### src/rtl/keypad_matrix_scanner_pkg.sv
`default_nettype none
// ============================================================================
// Module  : keypad_matrix_scanner_pkg
// Brief   : Shared key-code constants and helpers for the keypad scanner/decoder
// Revision: 1.0
// ============================================================================
package keypad_matrix_scanner_pkg;

    typedef logic [15:0] key_code_t;

    localparam key_code_t KEY_NONE = 16'h0000;

    // Onehot bit index per physical key: col*4 + row
    localparam int KEY_IDX_1    = 0;
    localparam int KEY_IDX_4    = 1;
    localparam int KEY_IDX_7    = 2;
    localparam int KEY_IDX_STAR = 3;
    localparam int KEY_IDX_2    = 4;
    localparam int KEY_IDX_5    = 5;
    localparam int KEY_IDX_8    = 6;
    localparam int KEY_IDX_0    = 7;
    localparam int KEY_IDX_3    = 8;
    localparam int KEY_IDX_6    = 9;
    localparam int KEY_IDX_9    = 10;
    localparam int KEY_IDX_HASH = 11;
    localparam int KEY_IDX_A    = 12;
    localparam int KEY_IDX_B    = 13;
    localparam int KEY_IDX_C    = 14;
    localparam int KEY_IDX_D    = 15;

    function automatic logic is_single_key(input key_code_t v);
        return (v != KEY_NONE) && ((v & (v - 16'd1)) == KEY_NONE);
    endfunction

endpackage
`default_nettype wire

### src/rtl/keypad_matrix_scanner_sync2.sv
`default_nettype none
// ============================================================================
// Module  : sync2
// Brief   : Parameterised-width two-flop synchroniser with reset value
// Revision: 1.0
// ============================================================================
module sync2 #(
    parameter int               WIDTH   = 4,
    parameter logic [WIDTH-1:0] RST_VAL = '1
) (
    input  logic             clk,
    input  logic             rst,
    input  logic [WIDTH-1:0] d_i,
    output logic [WIDTH-1:0] q_o
);

    logic [WIDTH-1:0] meta_q;
    logic [WIDTH-1:0] sync_q;

    always_ff @(posedge clk) begin
        if (rst) begin
            meta_q <= RST_VAL;
            sync_q <= RST_VAL;
        end else begin
            meta_q <= d_i;
            sync_q <= meta_q;
        end
    end

    assign q_o = sync_q;

endmodule
`default_nettype wire

### src/rtl/keypad_matrix_scanner.sv
`default_nettype none
// ============================================================================
// Module  : keypad_matrix_scanner
// Brief   : 4x4 active-low keypad scanner with frame debounce and onehot output
// Revision: 1.0
// ============================================================================
module keypad_matrix_scanner
    import keypad_matrix_scanner_pkg::*;
#(
    parameter int SCAN_DIV        = 50000,
    parameter int DEBOUNCE_FRAMES = 5
) (
    input  logic        clk,
    input  logic        rst,
    input  logic [3:0]  row_n,
    output logic [3:0]  col_n,
    output logic [15:0] onehot,
    output logic        key_pulse
);

    localparam int SLOT_W = $clog2(SCAN_DIV);
    localparam int STAB_W = $clog2(DEBOUNCE_FRAMES);
    localparam logic [SLOT_W-1:0] SLOT_LAST = SLOT_W'(SCAN_DIV - 1);
    localparam logic [STAB_W-1:0] STAB_MAX  = STAB_W'(DEBOUNCE_FRAMES - 1);
    localparam logic [STAB_W-1:0] STAB_ARM  = STAB_W'(DEBOUNCE_FRAMES - 2);

    logic [3:0]        w_row_sync;
    logic [SLOT_W-1:0] slot_q, slot_d;
    logic [1:0]        col_q, col_d;
    logic [3:0]        col_n_q, col_n_d;
    key_code_t         frame_q, frame_d;
    key_code_t         last_frame_q, last_frame_d;
    logic [STAB_W-1:0] stable_q, stable_d;
    key_code_t         onehot_q, onehot_d;
    logic              pulse_q, pulse_d;
    key_code_t         w_full;
    key_code_t         w_commit;
    logic              w_sample;

    sync2 #(
        .WIDTH   (4),
        .RST_VAL (4'hF)
    ) u_row_sync (
        .clk (clk),
        .rst (rst),
        .d_i (row_n),
        .q_o (w_row_sync)
    );

    always_comb begin
        slot_d       = slot_q;
        col_d        = col_q;
        col_n_d      = col_n_q;
        frame_d      = frame_q;
        last_frame_d = last_frame_q;
        stable_d     = stable_q;
        onehot_d     = onehot_q;
        pulse_d      = 1'b0;
        w_commit     = KEY_NONE;
        w_sample     = (slot_q == SLOT_LAST);

        // Current frame with the active column's four bits taken from this cycle's rows
        w_full = frame_q;
        w_full[{col_q, 2'b00} +: 4] = ~w_row_sync;

        slot_d = w_sample ? '0 : slot_q + 1'b1;

        if (w_sample) begin
            frame_d = w_full;
            col_d   = col_q + 2'd1;
            col_n_d = {col_n_q[2:0], col_n_q[3]};

            if (col_q == 2'd3) begin
                last_frame_d = w_full;
                if (w_full == last_frame_q) begin
                    if (stable_q != STAB_MAX) begin
                        stable_d = stable_q + 1'b1;
                    end
                    // Commit exactly once, on the frame that reaches the threshold
                    if (stable_q == STAB_ARM) begin
                        w_commit = is_single_key(w_full) ? w_full : KEY_NONE;
                        onehot_d = w_commit;
                        pulse_d  = (w_commit != KEY_NONE) && (w_commit != onehot_q);
                    end
                end else begin
                    stable_d = '0;
                end
            end
        end
    end

    always_ff @(posedge clk) begin
        if (rst) begin
            slot_q       <= '0;
            col_q        <= 2'd0;
            col_n_q      <= 4'b1110;
            frame_q      <= KEY_NONE;
            last_frame_q <= KEY_NONE;
            stable_q     <= '0;
            onehot_q     <= KEY_NONE;
            pulse_q      <= 1'b0;
        end else begin
            slot_q       <= slot_d;
            col_q        <= col_d;
            col_n_q      <= col_n_d;
            frame_q      <= frame_d;
            last_frame_q <= last_frame_d;
            stable_q     <= stable_d;
            onehot_q     <= onehot_d;
            pulse_q      <= pulse_d;
        end
    end

    assign col_n     = col_n_q;
    assign onehot    = onehot_q;
    assign key_pulse = pulse_q;

endmodule
`default_nettype wire

### config.mk
export PLATFORM = sky130hd
export DESIGN_NAME = keypad_matrix_scanner
export DESIGN_NICKNAME = d
export VERILOG_FILES = /design/src/rtl/keypad_matrix_scanner_pkg.sv /design/src/rtl/keypad_matrix_scanner_sync2.sv /design/src/rtl/keypad_matrix_scanner.sv
export SDC_FILE = /design/constraint.sdc
export NUM_CORES = 1
export LEC_CHECK = 0
export ABC_AREA = 1
export CORE_UTILIZATION = 50
export DETAILED_ROUTE_END_ITERATION = 16
export PLACE_DENSITY_LB_ADDON = 0.12
export SKIP_LAST_GASP = 1
export SLEW_MARGIN = 15
export SYNTH_ARGS = -nofsm -noshare
export SYNTH_HDL_FRONTEND = slang
export SYNTH_SLANG_ARGS = --single-unit
### constraint.sdc
create_clock -name clk -period 3.55 [get_ports clk]
set_input_delay 0.71 -clock clk [delete_from_list [all_inputs] [get_ports clk]]
set_output_delay 0.71 -clock clk [all_outputs]
set_load 0.005 [all_outputs]
# Word-level counts from Yosys, hierarchy flattened
# Index checks and enable logic that the tools add are counted.
# word_totals
register_bits,82
elab_cells,44
# op_classes
addsub,5
n_eq_ne,7
shift,2
muxes,4
bitwise_logic,6
n_reduce_logical,10
# op_table
operator,n
$reduce_bool A16 Y1,2
$add A16 B1 Y16 const B,1
$and A16 B16 Y16,1
$bwmux W16,1
$eq A16 B16 Y1,1
$eq A16 B16 Y1 const B,1
$logic_not A16 Y1,1
$mux W16,1
$ne A16 B16 Y1,1
$shift A4 B6 Y16 const A,1
$shiftx A4 B6 Y16,1
$sub A16 B1 Y16 const B,1
$mux W3,2
$neg A4 Y6,1
$reduce_or A5 Y1,1
$not A1 Y1,4
$not A4 Y4,1
$reduce_and A4 Y1,1
$add A3 B1 Y3 const B,1
$eq A3 B2 Y1 const B,1
$ne A3 B3 Y1 const B,1
$reduce_and A3 Y1,1
$add A2 B1 Y2 const B,1
$eq A2 B2 Y1 const B,1
other kinds (4),5

# Logic depth before layout (Yosys ltp)
# logic_depth
depth_word,10
mapped_depth,25
ltp_nobuf,25

# Hierarchy
# Synthesis repeated with hierarchy kept, for this count alone.
# hier_totals
cells_unflattened,665
area_unflattened_um2,4453.0
# modules_own_cells
mod,n_inst,cells_each,area_per_inst_um2,seq_area_each_um2
keypad_matrix_scanner,1,640,4229.1,1481.4
sync2,1,25,224.0,160.2

# Worst setup path before layout
# Ideal clock, no wire load.
# synth_path
path_type,register to register
startpoint,register col_q[0]
endpoint,register pulse_q (netlist: key_pulse)
setup_time_ps,112
arrival_time_ps,2601
required_ps,3438
setup_slack_ps,837
stages_incl_launch_ff,21
path_buffers,1
period_less_slack_ps,2713
path_cell_list,dfxtp_1 inv_1 ha_1 nor2_2 nand3_1 nand2_2 nor2_8 nand2_2 nand2_1 nand3_1 a21oi_1 nand2_2 nor2_8 buf_6 nand4_1 nand2_1 nand2_1 nor2_1 nand2_1 nor2_1 nor2_1
# synth_via
elab_chain_cells,10
elab_cells_between_ends,18
classes_between,2 x add/sub; 3 x eq/ne; 2 x shift; 2 x mux; 3 x bitwise; 6 x reduce/logical
# synth_rtl
item,line,text
start: declaration,keypad_matrix_scanner.sv:29,"logic [1:0] col_q, col_d;"
start signal: assignment,keypad_matrix_scanner.sv:104,col_q <= col_d;
$neg A4 Y6,keypad_matrix_scanner.sv:64,"w_full[{col_q, 2'b00} +: 4] = ~w_row_sync;"
$shiftx A4 B6 Y16 / $shift A4 B6 Y16 (equally long branches),keypad_matrix_scanner.sv:64,
$bwmux W16,keypad_matrix_scanner.sv:64,
$sub A16 B1 Y16,keypad_matrix_scanner_pkg.sv:32,return (v != KEY_NONE) && ((v & (v - 16'd1)) == KEY_NONE);
$and A16 B16 Y16,keypad_matrix_scanner_pkg.sv:32,
$logic_not A16 Y1,keypad_matrix_scanner_pkg.sv:32,
$logic_and A1 B1 Y1,keypad_matrix_scanner_pkg.sv:32,
$mux W16,keypad_matrix_scanner.sv:81,w_commit = is_single_key(w_full) ? w_full : KEY_NONE;
$ne A16 B16 Y1 / $reduce_bool A16 Y1 (equally long branches),keypad_matrix_scanner.sv:83,pulse_d = (w_commit != KEY_NONE) && (w_commit != onehot_q);
$logic_and A1 B1 Y1,keypad_matrix_scanner.sv:83,
end signal: assignment,keypad_matrix_scanner.sv:110,pulse_q <= pulse_d;
end: declaration,keypad_matrix_scanner.sv:35,"logic pulse_q, pulse_d;"
# Several ways; a longest one is shown, not always the timed one.
# A chain may end at the register's enable or synchronous reset.

# Worst setup path in the final report
# layout_path
startpoint,register col_q[1]
endpoint,register onehot_q[0] (netlist: onehot[0])
# layout_via
elab_chain_cells,8
elab_cells_between_ends,13
classes_between,2 x add/sub; 2 x eq/ne; 2 x shift; 2 x mux; 1 x bitwise; 4 x reduce/logical
# layout_rtl
item,line,text
$neg A4 Y6,keypad_matrix_scanner.sv:64,
$shiftx A4 B6 Y16 / $shift A4 B6 Y16 (equally long branches),keypad_matrix_scanner.sv:64,
$bwmux W16,keypad_matrix_scanner.sv:64,
$sub A16 B1 Y16,keypad_matrix_scanner_pkg.sv:32,
$and A16 B16 Y16,keypad_matrix_scanner_pkg.sv:32,
$logic_not A16 Y1,keypad_matrix_scanner_pkg.sv:32,
$logic_and A1 B1 Y1,keypad_matrix_scanner_pkg.sv:32,
$mux W16,keypad_matrix_scanner.sv:81,
end signal: assignment,keypad_matrix_scanner.sv:109,onehot_q <= onehot_d;
end: declaration,keypad_matrix_scanner.sv:34,"key_code_t onehot_q, onehot_d;"
# Several ways; a longest one is shown, not always the timed one.

==> impl_metrics.tcl <==
set metrics [dict create \
    final_max_slew_viol_count 0 \
    holdBufCountCts 0 \
    areaGrowthSynthToFinish_pct 14.0 \
    grt_max_degree 36 \
    finalSetupViolCount 0 \
    ys_ff_latch 82 \
    synthArstFlopShare_pct 0 \
    firstDrtPassIters 5 \
    io_pins 27 \
    yosysMostFrequentCell "nand2_1" \
    initial_utilization_pct 51.9 \
    grt_overflow 0 \
    gp_congestion 0.904 \
    cts_tree "done" \
    timing.hold.ws_ns 0.412 \
    portBuffers 26 \
    clock_latency_ns 0.37 \
    min_path_type "flop to flop" \
    core.rowCount 34 \
    drt_wl_total_um 11200 \
    layout.area.seq_um2 1640 \
    nNetsFinal 701 \
    multi_input_area_um2 2430 \
    via_per_inst 5.32 \
    period_needed_ns 3.33 \
    synth_common_cells "nand2_1, inv_1, nor2_1" \
    ir_worst_vdd_mv 0.201 \
    outcome "finished, final reports clean" \
    power_mw 1.83 \
    drtIter0Drc 239 \
    power_per_cell_area_nw_per_um2 354 \
    worst_pin_slew_ns 1.03 \
    place_inst 781 \
    antenna_found_initial 0 \
    ys_seq_area_share_pct 36.3 \
    die_h_um 97.1 \
    clock-sinks 82 \
    syn-instance-count 658 \
    placed_area_um2 4890 \
    track_usage_pct 24.7 \
    grt_pass1_vias 3977 \
    rsz0062_at_grt "false" \
    dp_hpwl_um 8050 \
    fin_worst_skew_ns 0.0104 \
    fill_cells 844 \
    synth_edf_count 0 \
    die_area_um2 9440 \
    wire_per_inst_um 14.1 \
    diodes 0 \
    grt_first_pass_wirelength_um 18900 \
    yosysUniqueCellTypes 39 \
    clkTransAtPathRegs_ns 0.08 \
    stdcell_count 799 \
    cp.required_ns 3.79 \
    dr_total_vias 4251 \
    crit_type "flop to flop" \
    final-hold-violation-count 0 \
    critPathLaunchType "flop" \
    cp_max_fo 16 \
    synth_top_area_share_pct 36.3 \
    period_share_pct 93.9 \
    drc 0 \
    ys_warn_count 0 \
    max_freq_mhz 300 \
    end_kind "flop" \
    clock_path_buffers 2 \
    max-slew-margin-rel_pct 31.4 \
    power_leakage_nw 2.16 \
    dieWidth_um 97.1 \
    netlist_top_cells_area "dfxtp_1, nand2_1, inv_1" \
    cts_root_buffer "clkbuf_8" \
    yosysTopAreaCell "dfxtp_1" \
    cp.arrival_ns 3.58 \
    synth_nets 673 \
    maxCapViolations 0 \
    cts_buffers 9 \
    htree_levels 3 \
    syn_area_um2 4530 \
    fin_tns_setup_ns 0 \
    synth_flop_cell "dfxtp_1" \
    core_region_area_um2 8720 \
    syn_area_per_cell_um2 6.88 \
    ant_nets 0 \
    drive_gt1_share_pct 11.3 \
    design_area_um2 5160 \
]
-- flip-flops by register name, indices dropped and copies added (netlist names) --
| name | flops |
|---|---|
| frame_q | 16 |
| slot_q | 16 |
| onehot | 16 |
| last_frame_q | 16 |
| col_q | 2 |
| u_row_sync.meta_q | 4 |
| stable_q | 3 |
| col_n | 4 |
| key_pulse | 1 |
| u_row_sync.q_o | 4 |
-- metrics by stage --
step,utilization [%],worst slack (ns)
6_report,59.2,0.215
3_3_place_gp,56.1,0.238
2_1_floorplan,-,0.837
4_1_cts,58.8,0.107
3_5_place_dp,56.1,0.133
5_1_grt,59.2,0.0107
-- layer usage --
metal	track usage [%]	routed length, um	vias to the layer above
met5	0	0	-
met4	10.3	259	0
met3	4.68	541	20
met2	39.1	5050	103
met1	33.1	5390	1948
li1	-	-	2180
-- final timing paths --
path,startpoint,end,slack [ns],cells past startpoint
max,col_q[1],onehot[0],0.22,14
min reg2reg,u_row_sync.meta_q[2],u_row_sync.q_o[2],0.41,1
max reg2reg,col_q[1],onehot[0],0.22,14
min,u_row_sync.meta_q[2],u_row_sync.q_o[2],0.41,1
-- logic make-up (layout without fill, tap and decap cells) --
logic type      Yosys count  count (layout)  share of synthesized area (%)
fa+ha+maj                 9               9                           2.49
compound gates          129             129                           16.7
simple gates            307             308                           31.9
buf+inv                 119             151                           10.3
xor+xnor                 12              12                           2.32
flops                    82              82                           36.3
-- worst max-delay path, cell delays in order (launching register included) --
cell	delay (ns)
dfxtp_1	0.36
inv_1	0.10
ha_1	0.39
nor2_2	0.23
nand3_1	0.13
nand2_2	0.16
inv_1	0.15
nand2_1	0.08
o21ai_0	0.07
nor2_1	0.24
nand3_1	0.18
nor4_2	0.28
nand2_1	0.29
nor2_4	0.43
a21oi_1	0.12
-- timing repair --
item,4_1_cts,5_1_grt
buffers inserted,0,1
resized for setup,0,1
endpoints found under the setup margin,0,17
-- placed cells by master (no fill, tap or decap), drive strengths merged --
master         Yosys  layout
nand2            139     139
inv               98      99
nor2              98      99
dfxtp             82      82
a21oi             53      53
o21ai             49      49
nand3             37      37
clkdlybuf4s50      0      26
nand4             16      16
a211oi            13      13
xor2              12      12
clkbuf            12      11
ha                 9       9
buf                7       9
or2                8       8
o21bai             8       8
nor3               3       3
o22ai              3       3
nor4               3       3
clkinv             2       3
bufinv             0       2
nand3b             1       1
nor4b              1       1
o21a               1       1
o41ai              1       1
nor3b              1       1
o211ai             1       1
clkinvlp           0       1
-- power breakdown --
group | internal [mW] | switching [mW]
clock | 0.438 | 0.355
combinational | 0.0339 | 0.0710
sequential | 0.926 | 0.00347
total | 1.40 | 0.430
-- layout make-up --
class                      count  area share, %
multi-input combinational    458           47.1
inverter                     100           7.28
clock buffer                  11           2.93
sequential                    82           31.8
tap                          108           2.62
clock inverter                 5           1.65
timing repair buffer          35           6.60
Power figures use the tool's default switching activity.
